[src/rtl/ecap5_dproc_pkg.sv]
// rtl/ecap5_dproc_pkg.sv - shared types and constants for the fetch stage
package ecap5_dproc_pkg;

    // Fetch controller states: one bus transaction and one output entry at a time
    typedef enum logic [1:0] {
        IDLE = 2'd0,
        REQ  = 2'd1,
        WAIT = 2'd2,
        HOLD = 2'd3
    } fetm_state_t;

    // PC of the first fetch after reset release when the instantiation does not override it
    localparam logic [31:0] FETM_RESET_ADDR = 32'h0000_0000;

    // Instruction reads always cover the full word
    localparam logic [3:0] FETM_WB_SEL = 4'b1111;

    // Word-align an address; instruction fetch never uses the byte offset
    function automatic logic [31:0] fetm_align(input logic [31:0] addr);
        return addr & 32'hFFFF_FFFC;
    endfunction

endpackage

[src/rtl/fetm.sv]
// rtl/fetm.sv - instruction fetch stage with pipelined Wishbone read master
module fetm
    import ecap5_dproc_pkg::*;
#(
    parameter logic [31:0] RESET_ADDR = FETM_RESET_ADDR
) (
    input  logic        clk_i,
    input  logic        rst_ni,
    input  logic        branch_i,
    input  logic [31:0] branch_target_i,
    input  logic        output_ready_i,
    output logic        output_valid_o,
    output logic [31:0] instr_o,
    output logic [31:0] pc_o,
    output logic [31:0] wb_adr_o,
    input  logic [31:0] wb_dat_i,
    output logic [3:0]  wb_sel_o,
    output logic        wb_we_o,
    output logic        wb_stb_o,
    output logic        wb_cyc_o,
    input  logic        wb_stall_i,
    input  logic        wb_ack_i
);

    fetm_state_t state_q, state_d;
    logic [31:0] pc_q, pc_d;
    logic        flush_q, flush_d;
    logic        valid_q, valid_d;
    logic [31:0] instr_q, instr_d;
    logic [31:0] pc_out_q, pc_out_d;
    logic        stb_q, stb_d;
    logic        cyc_q, cyc_d;
    logic [31:0] adr_q, adr_d;
    logic [31:0] branch_pc;

    assign branch_pc = fetm_align(branch_target_i);

    // Next-state and registered-output decode; a redirect always retargets pc_q, and any
    // transaction already committed to the bus is marked so its data is discarded on ack
    always_comb begin
        state_d  = state_q;
        pc_d     = pc_q;
        flush_d  = flush_q;
        valid_d  = valid_q;
        instr_d  = instr_q;
        pc_out_d = pc_out_q;
        stb_d    = stb_q;
        cyc_d    = cyc_q;
        adr_d    = adr_q;

        if (branch_i) begin
            pc_d = branch_pc;
        end

        case (state_q)
            IDLE: begin
                // The first request goes out at the pre-redirect PC, so flush it if redirected
                state_d = REQ;
                stb_d   = 1'b1;
                cyc_d   = 1'b1;
                adr_d   = pc_q;
                if (branch_i) begin
                    flush_d = 1'b1;
                end
            end
            REQ: begin
                // Address stays on the bus until accepted; acks here are not ours and ignored
                if (branch_i) begin
                    flush_d = 1'b1;
                end
                if (!wb_stall_i) begin
                    state_d = WAIT;
                    stb_d   = 1'b0;
                end
            end
            WAIT: begin
                if (wb_ack_i) begin
                    if (flush_q || branch_i) begin
                        // Stale data: drop it and immediately request from the current PC
                        flush_d = 1'b0;
                        state_d = REQ;
                        stb_d   = 1'b1;
                        cyc_d   = 1'b1;
                        adr_d   = branch_i ? branch_pc : pc_q;
                    end else begin
                        instr_d  = wb_dat_i;
                        pc_out_d = pc_q;
                        valid_d  = 1'b1;
                        pc_d     = pc_q + 32'd4;
                        state_d  = HOLD;
                        cyc_d    = 1'b0;
                    end
                end else if (branch_i) begin
                    flush_d = 1'b1;
                end
            end
            HOLD: begin
                // A redirect kills the held instruction even if decode takes it this cycle
                if (branch_i || output_ready_i) begin
                    valid_d = 1'b0;
                    state_d = REQ;
                    stb_d   = 1'b1;
                    cyc_d   = 1'b1;
                    adr_d   = branch_i ? branch_pc : pc_q;
                end
            end
            default: begin
                state_d = IDLE;
            end
        endcase
    end

    // State and output registers with asynchronous active-low reset
    always_ff @(posedge clk_i or negedge rst_ni) begin
        if (!rst_ni) begin
            state_q  <= IDLE;
            pc_q     <= RESET_ADDR;
            flush_q  <= 1'b0;
            valid_q  <= 1'b0;
            instr_q  <= 32'd0;
            pc_out_q <= 32'd0;
            stb_q    <= 1'b0;
            cyc_q    <= 1'b0;
            adr_q    <= 32'd0;
        end else begin
            state_q  <= state_d;
            pc_q     <= pc_d;
            flush_q  <= flush_d;
            valid_q  <= valid_d;
            instr_q  <= instr_d;
            pc_out_q <= pc_out_d;
            stb_q    <= stb_d;
            cyc_q    <= cyc_d;
            adr_q    <= adr_d;
        end
    end

    assign output_valid_o = valid_q;
    assign instr_o        = instr_q;
    assign pc_o           = pc_out_q;
    assign wb_adr_o       = adr_q;
    assign wb_stb_o       = stb_q;
    assign wb_cyc_o       = cyc_q;
    assign wb_sel_o       = FETM_WB_SEL;
    assign wb_we_o        = 1'b0;

endmodule

[config.mk]
export PLATFORM = sky130hd
export DESIGN_NAME = fetm
export DESIGN_NICKNAME = d
export VERILOG_FILES = /design/src/rtl/ecap5_dproc_pkg.sv /design/src/rtl/fetm.sv
export SDC_FILE = /design/constraint.sdc
export NUM_CORES = 1
export LEC_CHECK = 0
export ABC_AREA = 0
export CAP_MARGIN = 40
export CORE_MARGIN = 2
export CORE_UTILIZATION = 41
export CTS_CLUSTER_SIZE = 28
export DETAILED_ROUTE_END_ITERATION = 8
export PLACE_DENSITY = 0.71
export SYNTH_ARGS = -nofsm -noshare
export SYNTH_HDL_FRONTEND = slang
export SYNTH_SLANG_ARGS = --single-unit
[constraint.sdc]
create_clock -name clk_i -period 2.49 [get_ports clk_i]
set_input_delay 0.249 -clock clk_i [delete_from_list [all_inputs] [get_ports clk_i]]
set_output_delay 0.249 -clock clk_i [all_outputs]
set_load 0.02 [all_outputs]
==> results of run 1 <==
## critical path: cells and delay by family (launching register included)
family           cells  cell delay (ns)
flip-flops           1             0.46
AND/OR/NAND/NOR      3             1.32
AO/OA/AOI/OAI        2             0.36
## flip-flops by register name, indices dropped and copies added, names as in the netlist
name and cells:
wb_stb_o 1, state_q 2, wb_cyc_o 1, instr_o 32, pc_o 32, wb_adr_o 32, output_valid_o 1, flush_q 1
pc_q 32
## power groups by stage
stage / clock network [mW] / logic, mW / registers, mW
CTS: 2.63 / 2.85 / 3.06
detailed placement: 0 / 2.84 / 3.10
finish: 2.58 / 2.82 / 3.06
floorplan: 0 / 0.922 / 3.60
global placement: 0 / 2.79 / 3.06
global route: 2.74 / 3.02 / 3.13
## Yosys cell counts, drive strengths merged (4+ instances only)
cell type	number	share of area (%)
nand2	39	2.4
xor2	5	0.73
nand4	5	0.52
nor2	45	2.8
xnor2	15	2.2
ha	6	1.2
nor4	8	1.0
mux2	62	12
mux2i	28	4.7
clkbuf	18	1.1
buf	20	1.8
dfrtp	134	56
nand3	10	0.91
inv	13	0.81
a21oi	40	3.3
o21ai	31	2.6
nor2b	8	0.83
nor3	12	1.0
a211oi	5	0.62
nand2b	4	0.42
## final timing paths
path                            slack [ns]  depth (start not counted)  startpoint            to
worst max-delay path                  0.23                          5     pc_q[4]      pc_q[30]
worst min-delay path                  0.30                          2      rst_ni  wb_adr_o[27]
worst max register to register        0.23                          5     pc_q[4]      pc_q[30]
worst min register to register        0.48                          1    wb_cyc_o      wb_cyc_o
max in group asynchronous             1.36                          3      rst_ni    instr_o[3]
min in group clk_i                    0.32                          4    branch_i    state_q[1]
## kinds of logic after synthesis
family          Yosys count
other cells               2
simple gates            143
xor+xnor                 20
flops                   134
mux                      90
buf+inv                  51
fa+ha+maj                 6
compound gates           87
## per-layer routing
metal	GRT usage (%)	routed length, um	vias to the layer above
met5	0	0	-
met4	7.25	326	0
met3	5.52	769	26
met2	32.6	7390	129
met1	24.1	6300	2267
li1	-	-	2184
## cell usage in the layout (no fill, tap or decap), drive strengths merged, types with 2 or more instances in the layout
cell             n
conb             5
nor4b            2
and4             2
o21ai           31
a21oi           40
nor3            12
nor4             8
a21o             2
nand2b           4
buf             18
nor2b            8
inv             14
clkinvlp         4
and3             2
bufinv           3
xnor2           15
nor2            45
nand3           10
mux2i           28
o31a             2
mux2            62
clkbuf          21
a211oi           5
xor2             5
nand4            5
clkdlybuf4s50  164
a31oi            2
dfrtp          134
or4              2
clkinv           3
nand2           39
ha               6
a32o             2
## layout make-up
cell class,count,area share [%]
Clock inverter,11,1.73
Timing Repair Buffer,183,21.2
Multi-Input combinational cell,351,29.0
Clock buffer,21,5.51
Sequential cell,134,39.3
Tap cell,184,2.69
Inverter,13,0.571
## through the flow
stage               area [um^2]  std cells
CTS                        8540        897
finish                     8540        897
floorplan                  6030        536
global placement           7920        864
detailed placement         7920        864
global route               8540        897
==> metrics.csv, run 1 <==
metric,value,unit
status,finished clean,
finalClockSkew,0.00592,ns
seqCellArea,0.00335,mm^2
synth.distinct_cells,46,
num-nets-final,776,
period_share,90.7,%
num_vias,4606,
critPathKind,reg2reg,
cts_max_path_buffers,2,
cts_hold_buf,1,
ys_seq_elements,134,
core-area,0.0144,mm^2
setup_viol,0,
synth_compound_area_share,8.04,%
multi_input_area,0.00248,mm^2
grt_usage,19.5,%
final_core_util,59.2,%
crit_path_max_incr_delay,0.74,ns
fmax,443,MHz
drc,0,
drt_iter0_drc,196,
io_pins,174,
clock_sinks,134,
htree_num_levels,4,
synth.area.mux_share,16.3,%
final_hold_viol_count,0,
hold_path_class,in2async,
ctsResizeCount,0,
start_kind,register,
ys_warn_count,0,
worstPathMaxFanout,8,
setup_slack,0.231,ns
ys.flop_type,dfrtp_1,
path_cells,nand3_2 > or4_1 > nor3_1 > a211oi_1 > a221oi_1,
maxSlewViolCount,0,
firstDrtPassIters,4,
synth-async-reset-ratio,100,%
switching_share,32.3,%
synth_fa_ha_area_share,1.25,%
die_w,125,um
p_per_area,989,mW/mm^2
finalSetupTns,0,ns
min_period,2.26,ns
fp.dieH,125,um
p_int,5.72,mW
numCtsBuffers,17,
synth.cell_area,0.00602,mm^2
grt_max_degree,60,
grt_pass1_wl,24.4,mm
ys_seq_area_share,55.7,%
wirelength,14.8,mm
antenna_found_initial,0,
synth_edf_count,0,
rows,44,
clock_power_share,30.5,%
critPathArrivalTime,2.56,ns
drv_cap,0,
diodes,0,
pre_cts_slack,0.251,ns
clkSlewWorstSetupHoldPaths,0.06,ns
synthCells,533,
wl_per_cell,16.5,um
ant_nets,0,
cts_tree,built,
syn_avg_cell_area,11.3,um^2
seqPwrFrac,36.2,%
worst_pin_slew,0.525,ns
cp.required,2.80,ns
vdd_ir_drop_max,565,uV
initial_core_util,41.7,%
grt_setup_unrepaired,false,
layout-drive-gt1-share,17.7,%
gp_congestion,0.775,
comb_power_share,33.3,%
p_total,8.45,mW
fillers,1218,
slew_headroom,64.7,%
end_kind,register,
post_cts_buffers,0,
grt_pass1_vias,4883,
overflow,0,
p_sw,2.73,mW
synth_top_family_by_area,multiplexers,
slowest_stage,or4_1,
cts_root_buf,clkbuf_16,
synthToLayoutAreaGrowth,41.9,%
dp_hpwl,10.6,mm
synth-xor-area-share,2.91,%
clock_latency,0.41,ns
fp.dieArea,0.0157,mm^2
io_buffers,166,
synth-simple-area-share,11.9,%
p_leak,3.85,nW
whs,0.299,ns
vias_per_cell,5.13,
Note: power is estimated with default switching activity, not from simulation.
==> run 2: changes to the inputs <==
--- a/config.mk
+++ b/config.mk
@@ -8,10 +8,10 @@
 export ABC_AREA = 0
 export CAP_MARGIN = 40
 export CORE_MARGIN = 2
-export CORE_UTILIZATION = 41
+export CORE_UTILIZATION = 43
 export CTS_CLUSTER_SIZE = 28
 export DETAILED_ROUTE_END_ITERATION = 8
-export PLACE_DENSITY = 0.71
+export PLACE_DENSITY = 0.76
 export SYNTH_ARGS = -nofsm -noshare
 export SYNTH_HDL_FRONTEND = slang
 export SYNTH_SLANG_ARGS = --single-unit
==> constraint.sdc (replaced) <==
create_clock -name clk_i -period 1.82 [get_ports clk_i]
set_input_delay 0.182 -clock clk_i [delete_from_list [all_inputs] [get_ports clk_i]]
set_output_delay 0.182 -clock clk_i [all_outputs]
set_load 0.02 [all_outputs]
==> run 2 against run 1 <==
The flow now finishes with violations (negative setup slack). Sequential cell count is the same. Routed wire length grew 24%. First-iteration DRC count grew 37%. Sequential share of layout area shrank 4.4 points. Final cell count grew 7.7%. Total power grew 50%. Core utilization grew 11 points. Critical path depth grew 5. Sequential power grew 35%.
==> metrics.csv, run 2 (same netlist as run 1, synthesis figures left out) <==
metric,value,unit,change
status,"finished, violations left",,
violations,negative setup slack,,
drt_iter0_drc,268,,+37%
wirelength,18.3,mm,+24%
p_leak,4.51,nW,+17%
numCtsBuffers,17,,unchanged
final_common_cell,clkdlybuf4s50_1,,
pre_cts_slack,-0.158,ns,-0.408 ns
rows,43,,-2.3%
io_buffers,166,,unchanged
grt_util_met3,8.69,%,+3.2 points
setup_slack,-0.191,ns,-0.422 ns
ant_nets,0,,unchanged
grt_pass1_vias,5398,,+11%
final_cell_mix,"clkdlybuf4s50_1, dfrtp_1, mux2_2, buf_4, nor2_1",,
min_period,2.01,ns,-0.248 ns
num_vias,5144,,+12%
cts_max_path_buffers,2,,unchanged
fmax,497,MHz,+12%
drv_cap,0,,unchanged
synthToLayoutAreaGrowth,59.8,%,
overflow,0,,unchanged
vias_per_cell,5.33,,+3.7%
critPathArrivalTime,2.35,ns,-0.21 ns
design_area,0.00962,mm^2,+13%
fp.dieArea,0.0150,mm^2,-4.5%
cts_root_buf,clkbuf_16,,
core-area,0.0138,mm^2,-4.5%
final_hold_viol_count,0,,unchanged
initial_core_util,43.7,%,+2.0 points
critPathKind,reg2reg,,
grt-busiest-layer,met2,,
use_met1,27.9,%,+3.8 points
cp.required,2.16,ns,-0.64 ns
io_pins,174,,unchanged
cts_tree,built,,
num-nets-final,852,,+9.8%
die_w,122,um,-2.3%
wl_per_cell,18.9,um,+15%
end_kind,register,,
dp_hpwl,11.0,mm,+4.4%
p_per_area,1320,mW/mm^2,+33%
maxSlewViolCount,0,,unchanged
period_share,110,%,+20 points
fp.dieH,122,um,-2.3%
grt_max_degree,46,,-23%
holdCritStartpoint,branch_i,,
vdd_ir_drop_max,706,uV,+25%
antenna_found_initial,0,,unchanged
clock_latency,0.43,ns,+0.02 ns
crit_start,state_q[0],,
clock_sinks,134,,unchanged
htree_num_levels,4,,unchanged
diodes,0,,unchanged
grt_pass1_wl,27.2,mm,+11%
finalSetupTns,-3.20,ns,-3.20 ns
worstPathMaxFanout,6,,-2
final_cells,966,,+7.7%
r2r_start,state_q[0],,
placed_cell_area,0.00841,mm^2,+6.2%
layout-drive-gt1-share,28.2,%,+11 points
setup_viol,55,,+55
drc,0,,unchanged
fillers,988,,-19%
firstDrtPassIters,5,,+1
start_kind,register,,
dp_cells,906,,+4.9%
hold_path_class,in2reg,,
grt_setup_unrepaired,true,,
use_met2,39.9,%,+7.3 points
gp_congestion,0.808,,+4.2%
clkSlewWorstSetupHoldPaths,0.06,ns,about the same
rrSetupSlack,-0.19,ns,-0.42 ns
finalClockSkew,0.00994,ns,+0.00402 ns
grt_usage,23.9,%,+4.4 points
## run 2: changes by cell type in the layout (fill, tap and decap cells not counted), moves of 5 or more
| cell | before | now |
|---|---|---|
| o21ai_0 | 25 | 18 |
| buf_4 | 14 | 60 |
| buf_12 | 2 | 15 |
| nor3_1 | 12 | 5 |
| o21ai_1 | 5 | 11 |
| nor3_4 | 0 | 5 |
| clkbuf_16 | 17 | 23 |
| buf_6 | 1 | 6 |
## run 2: report_power, final
| group | total [mW] | leakage, nW | internal (mW) | switching [mW] |
|---|---|---|---|---|
| logic | 5.29 | 2.53 | 2.78 | 2.51 |
| registers | 4.13 | 1.71 | 3.71 | 0.425 |
| clock network | 3.27 | 0.275 | 2.03 | 1.24 |
## run 2: what timing repair did
action,in CTS,in global routing
pin swaps,4,12
gates resized for setup,21,22
endpoints found under the setup margin,51,108
endpoints found under the hold margin,107,0
hold buffers,1,0
setup buffers,8,9
gates cloned,5,9
## run 2: final timing paths
path                                     end  depth (start not counted)
worst max-delay path            wb_adr_o[14]                         10
worst min register to register      wb_cyc_o                          1
worst max register to register  wb_adr_o[14]                         10
min in group asynchronous        instr_o[12]                          2
max in group asynchronous           pc_o[10]                          3
worst min-delay path                 pc_q[1]                          2
## run 2: layout make-up
type | count | area, um^2 | area share, %
sequential | 134 | 3350 | 34.8
multi-input combinational | 351 | 2680 | 27.9
inverter | 13 | 48.8 | 0.507
clock inverter | 4 | 45.0 | 0.468
timing repair buffer | 259 | 2770 | 28.7
clock buffer | 25 | 505 | 5.25
tap | 180 | 225 | 2.34
## run 2: metrics by stage
step	hold WS, ns	power (mW)	utilization (%)
global placement	0.0900	8.23	61.0
floorplan	-0.114	6.24	-
global route	0.171	13.3	69.9
finish	0.149	12.7	69.9
CTS	0.140	12.5	67.4
detailed placement	0.0956	8.36	61.0
## run 2: critical path, cell delays in order, from the launching register on
cell and delay, ns:
dfrtp_1 0.40, buf_6 0.13, ha_2 0.18, nor3b_1 0.15, a21oi_1 0.22, nor2b_4 0.25
buf_12 0.17, buf_12 0.13, buf_16 0.11, nor2_1 0.04, a21oi_1 0.14
## run 2: routing by layer
layer  routed length [um]  vias up  share of wire (%)
met5                    0        -                  0
met4                  360        0                2.0
met3                 1470       30                8.0
met2                 9240      225                 50
met1                 7230     2552                 39
li1                     -     2337                  -
==> run 3: changes to the inputs <==
--- a/config.mk
+++ b/config.mk
@@ -11,7 +11,8 @@
 export CORE_UTILIZATION = 43
 export CTS_CLUSTER_SIZE = 28
 export DETAILED_ROUTE_END_ITERATION = 8
-export PLACE_DENSITY = 0.76
+export GPL_TIMING_DRIVEN = 0
+export PLACE_DENSITY_LB_ADDON = 0.05
 export SYNTH_ARGS = -nofsm -noshare
 export SYNTH_HDL_FRONTEND = slang
 export SYNTH_SLANG_ARGS = --single-unit
==> run 3 against run 2 <==
Combinational power down 11%. Non-clock buffer count increased by 2. Critical path depth fell by 4. Count of clock-buffer cells in the layout unchanged. Total power decreased by 4.3%. The flow still finishes with violations (negative setup slack). Final area grew 1.1%. Register-to-register slack gained 0.10 ns. Critical path type unchanged. Die area stayed put. Worst hold slack improved by 0.20 ns. Critical endpoint is now pc_q[27].
==> metrics.csv, run 3 (same netlist as run 1, synthesis figures left out) <==
metric,value,unit,change
path_cells,nand3_2 > or4_4 > nor4b_4 > buf_4 > xnor2_2 > o21ai_1,,
switching_share,33.1,%,+0.26 points
die_w,122,um,unchanged
crit_path_max_incr_delay,0.58,ns,+0.18 ns
drv_cap,0,,unchanged
cp.required,2.10,ns,-0.06 ns
gp_congestion,0.873,,+8.0%
antenna_found_initial,0,,unchanged
p_leak,4.60,nW,+1.9%
placed_cell_area,0.00810,mm^2,-3.7%
critPathKind,reg2reg,,
p_per_area,1250,mW/mm^2,-5.4%
pre_cts_slack,-0.531,ns,-0.373 ns
htree_num_levels,4,,unchanged
seqPwrFrac,34.4,%,+1.8 points
diodes,0,,unchanged
initial_core_util,43.7,%,unchanged
overflow,0,,unchanged
grt_setup_unrepaired,true,,
design_area,0.00973,mm^2,+1.1%
clkSlewWorstSetupHoldPaths,0.06,ns,about the same
start_kind,register,,
p_int,8.12,mW,-4.7%
grt_pass1_wl,27.1,mm,-0.36%
numCtsBuffers,17,,unchanged
vdd_ir_drop_max,728,uV,+3.0%
setup_viol,14,,-75%
vias_per_cell,5.26,,-1.2%
hold_path_class,in2reg,,
worst_pin_slew,0.769,ns,
slew_headroom,48.7,%,
finalSetupTns,-0.344,ns,+2.85 ns
setup_slack,-0.0889,ns,+0.102 ns
clock_sinks,134,,unchanged
drc,0,,unchanged
final_common_cell,clkdlybuf4s50_1,,
final_cells,968,,+0.21%
cts_tree,built,,
num_vias,5093,,-0.99%
min_period,1.91,ns,-0.102 ns
synthToLayoutAreaGrowth,61.5,%,
p_total,12.1,mW,-4.3%
end_kind,register,,
grt_max_degree,83,,+80%
cts_max_path_buffers,2,,unchanged
io_buffers,165,,-0.60%
cts_root_buf,clkbuf_16,,
finalClockSkew,0.00832,ns,-0.00162 ns
critPathArrivalTime,2.19,ns,-0.16 ns
grt_pass1_vias,5132,,-4.9%
path_buf_inv,1,,-3
dp_hpwl,11.1,mm,+0.59%
drt_iter0_drc,296,,+10%
cp_top_family,simple AND/OR/NAND/NOR gates,,
dp_cells,882,,-2.6%
ant_nets,0,,unchanged
final_core_util,70.6,%,+0.74 points
num-nets-final,854,,+0.23%
final_cell_mix,"clkdlybuf4s50_1, dfrtp_1, buf_4, nor2_1, a21oi_1",,
period_share,105,%,-5.6 points
rows,43,,unchanged
maxSlewViolCount,0,,unchanged
whs,0.345,ns,+0.197 ns
clock_power_share,26.8,%,+1.1 points
violations,negative setup slack,,
clock_latency,0.42,ns,about the same
fp.dieH,122,um,unchanged
io_pins,174,,unchanged
wl_per_cell,18.4,um,-3.1%
comb_power_share,38.9,%,-2.8 points
core-area,0.0138,mm^2,unchanged
layout-drive-gt1-share,28.9,%,+0.69 points
slowest_stage,or4_4,,
fmax,524,MHz,+5.3%
grt_usage,24.0,%,+0.068 points
fp.dieArea,0.0150,mm^2,unchanged
final_hold_viol_count,0,,unchanged
status,"finished, violations left",,
wirelength,17.8,mm,-2.9%
p_sw,4.02,mW,-3.6%
firstDrtPassIters,4,,-1
worstPathMaxFanout,4,,-2
==> run 3: changes by cell type in the layout (fill, tap and decap cells not counted), sizes merged <==
cell    before  now
buf         88   75
clkbuf      31   46
==> run 3: repair_timing <==
action	in CTS	in global routing
hold endpoints to repair	81	0
pin swaps	19	14
buffers inserted	43	8
cloned	2	5
setup endpoints to repair	123	121
gates resized for setup	111	19
hold buffers	1	0
==> run 3: final timing paths <==
kind | cells after the start | endpoint | start | slack (ns)
max | 6 | pc_q[27] | pc_q[10] | -0.09
min | 3 | pc_q[26] | branch_target_i[26] | 0.35
max reg2reg | 6 | pc_q[27] | pc_q[10] | -0.09
min reg2reg | 1 | wb_cyc_o | wb_cyc_o | 0.48
max in group asynchronous | 3 | wb_adr_o[25] | rst_ni | 0.72
min in group asynchronous | 2 | pc_o[9] | rst_ni | 0.38
==> run 3: layer usage <==
layer / GRT usage (%) / routed length (um) / vias to the layer above
met3: 7.02 / 1260 / 31
met4: 8.98 / 384 / 0
met1: 31.2 / 7450 / 2546
li1: - / - / 2333
met5: 0 / 0 / -
met2: 37.9 / 8690 / 183
==> run 3: area by class of cell <==
| type | count | area (um^2) |
|---|---|---|
| fillers | 977 | 4050 |
| repair buffers | 225 | 2280 |
| well taps | 180 | 225 |
| plain buffers | 36 | 377 |
| clock inverters | 4 | 45.0 |
| inverters | 13 | 48.8 |
| multi-input cells | 351 | 2880 |
| flip-flops and latches | 134 | 3360 |
| clock buffers | 25 | 505 |
==> run 3: worst min-delay path: cells and delay by family <==
family / cells / cell delay (ns)
buffers and inverters: 1 / 0.42
AO/OA/AOI/OAI: 1 / 0.05
AND/OR/NAND/NOR: 1 / 0.07
==> run 3: power groups by stage <==
stage / Clock [mW] / Sequential [mW] / Combinational [mW]
floorplan: 0 / 4.93 / 1.31
global placement: 0 / 4.19 / 3.96
detailed placement: 0 / 4.23 / 4.01
CTS: 3.28 / 4.16 / 4.53
global route: 3.42 / 4.26 / 5.02
finish: 3.25 / 4.17 / 4.72
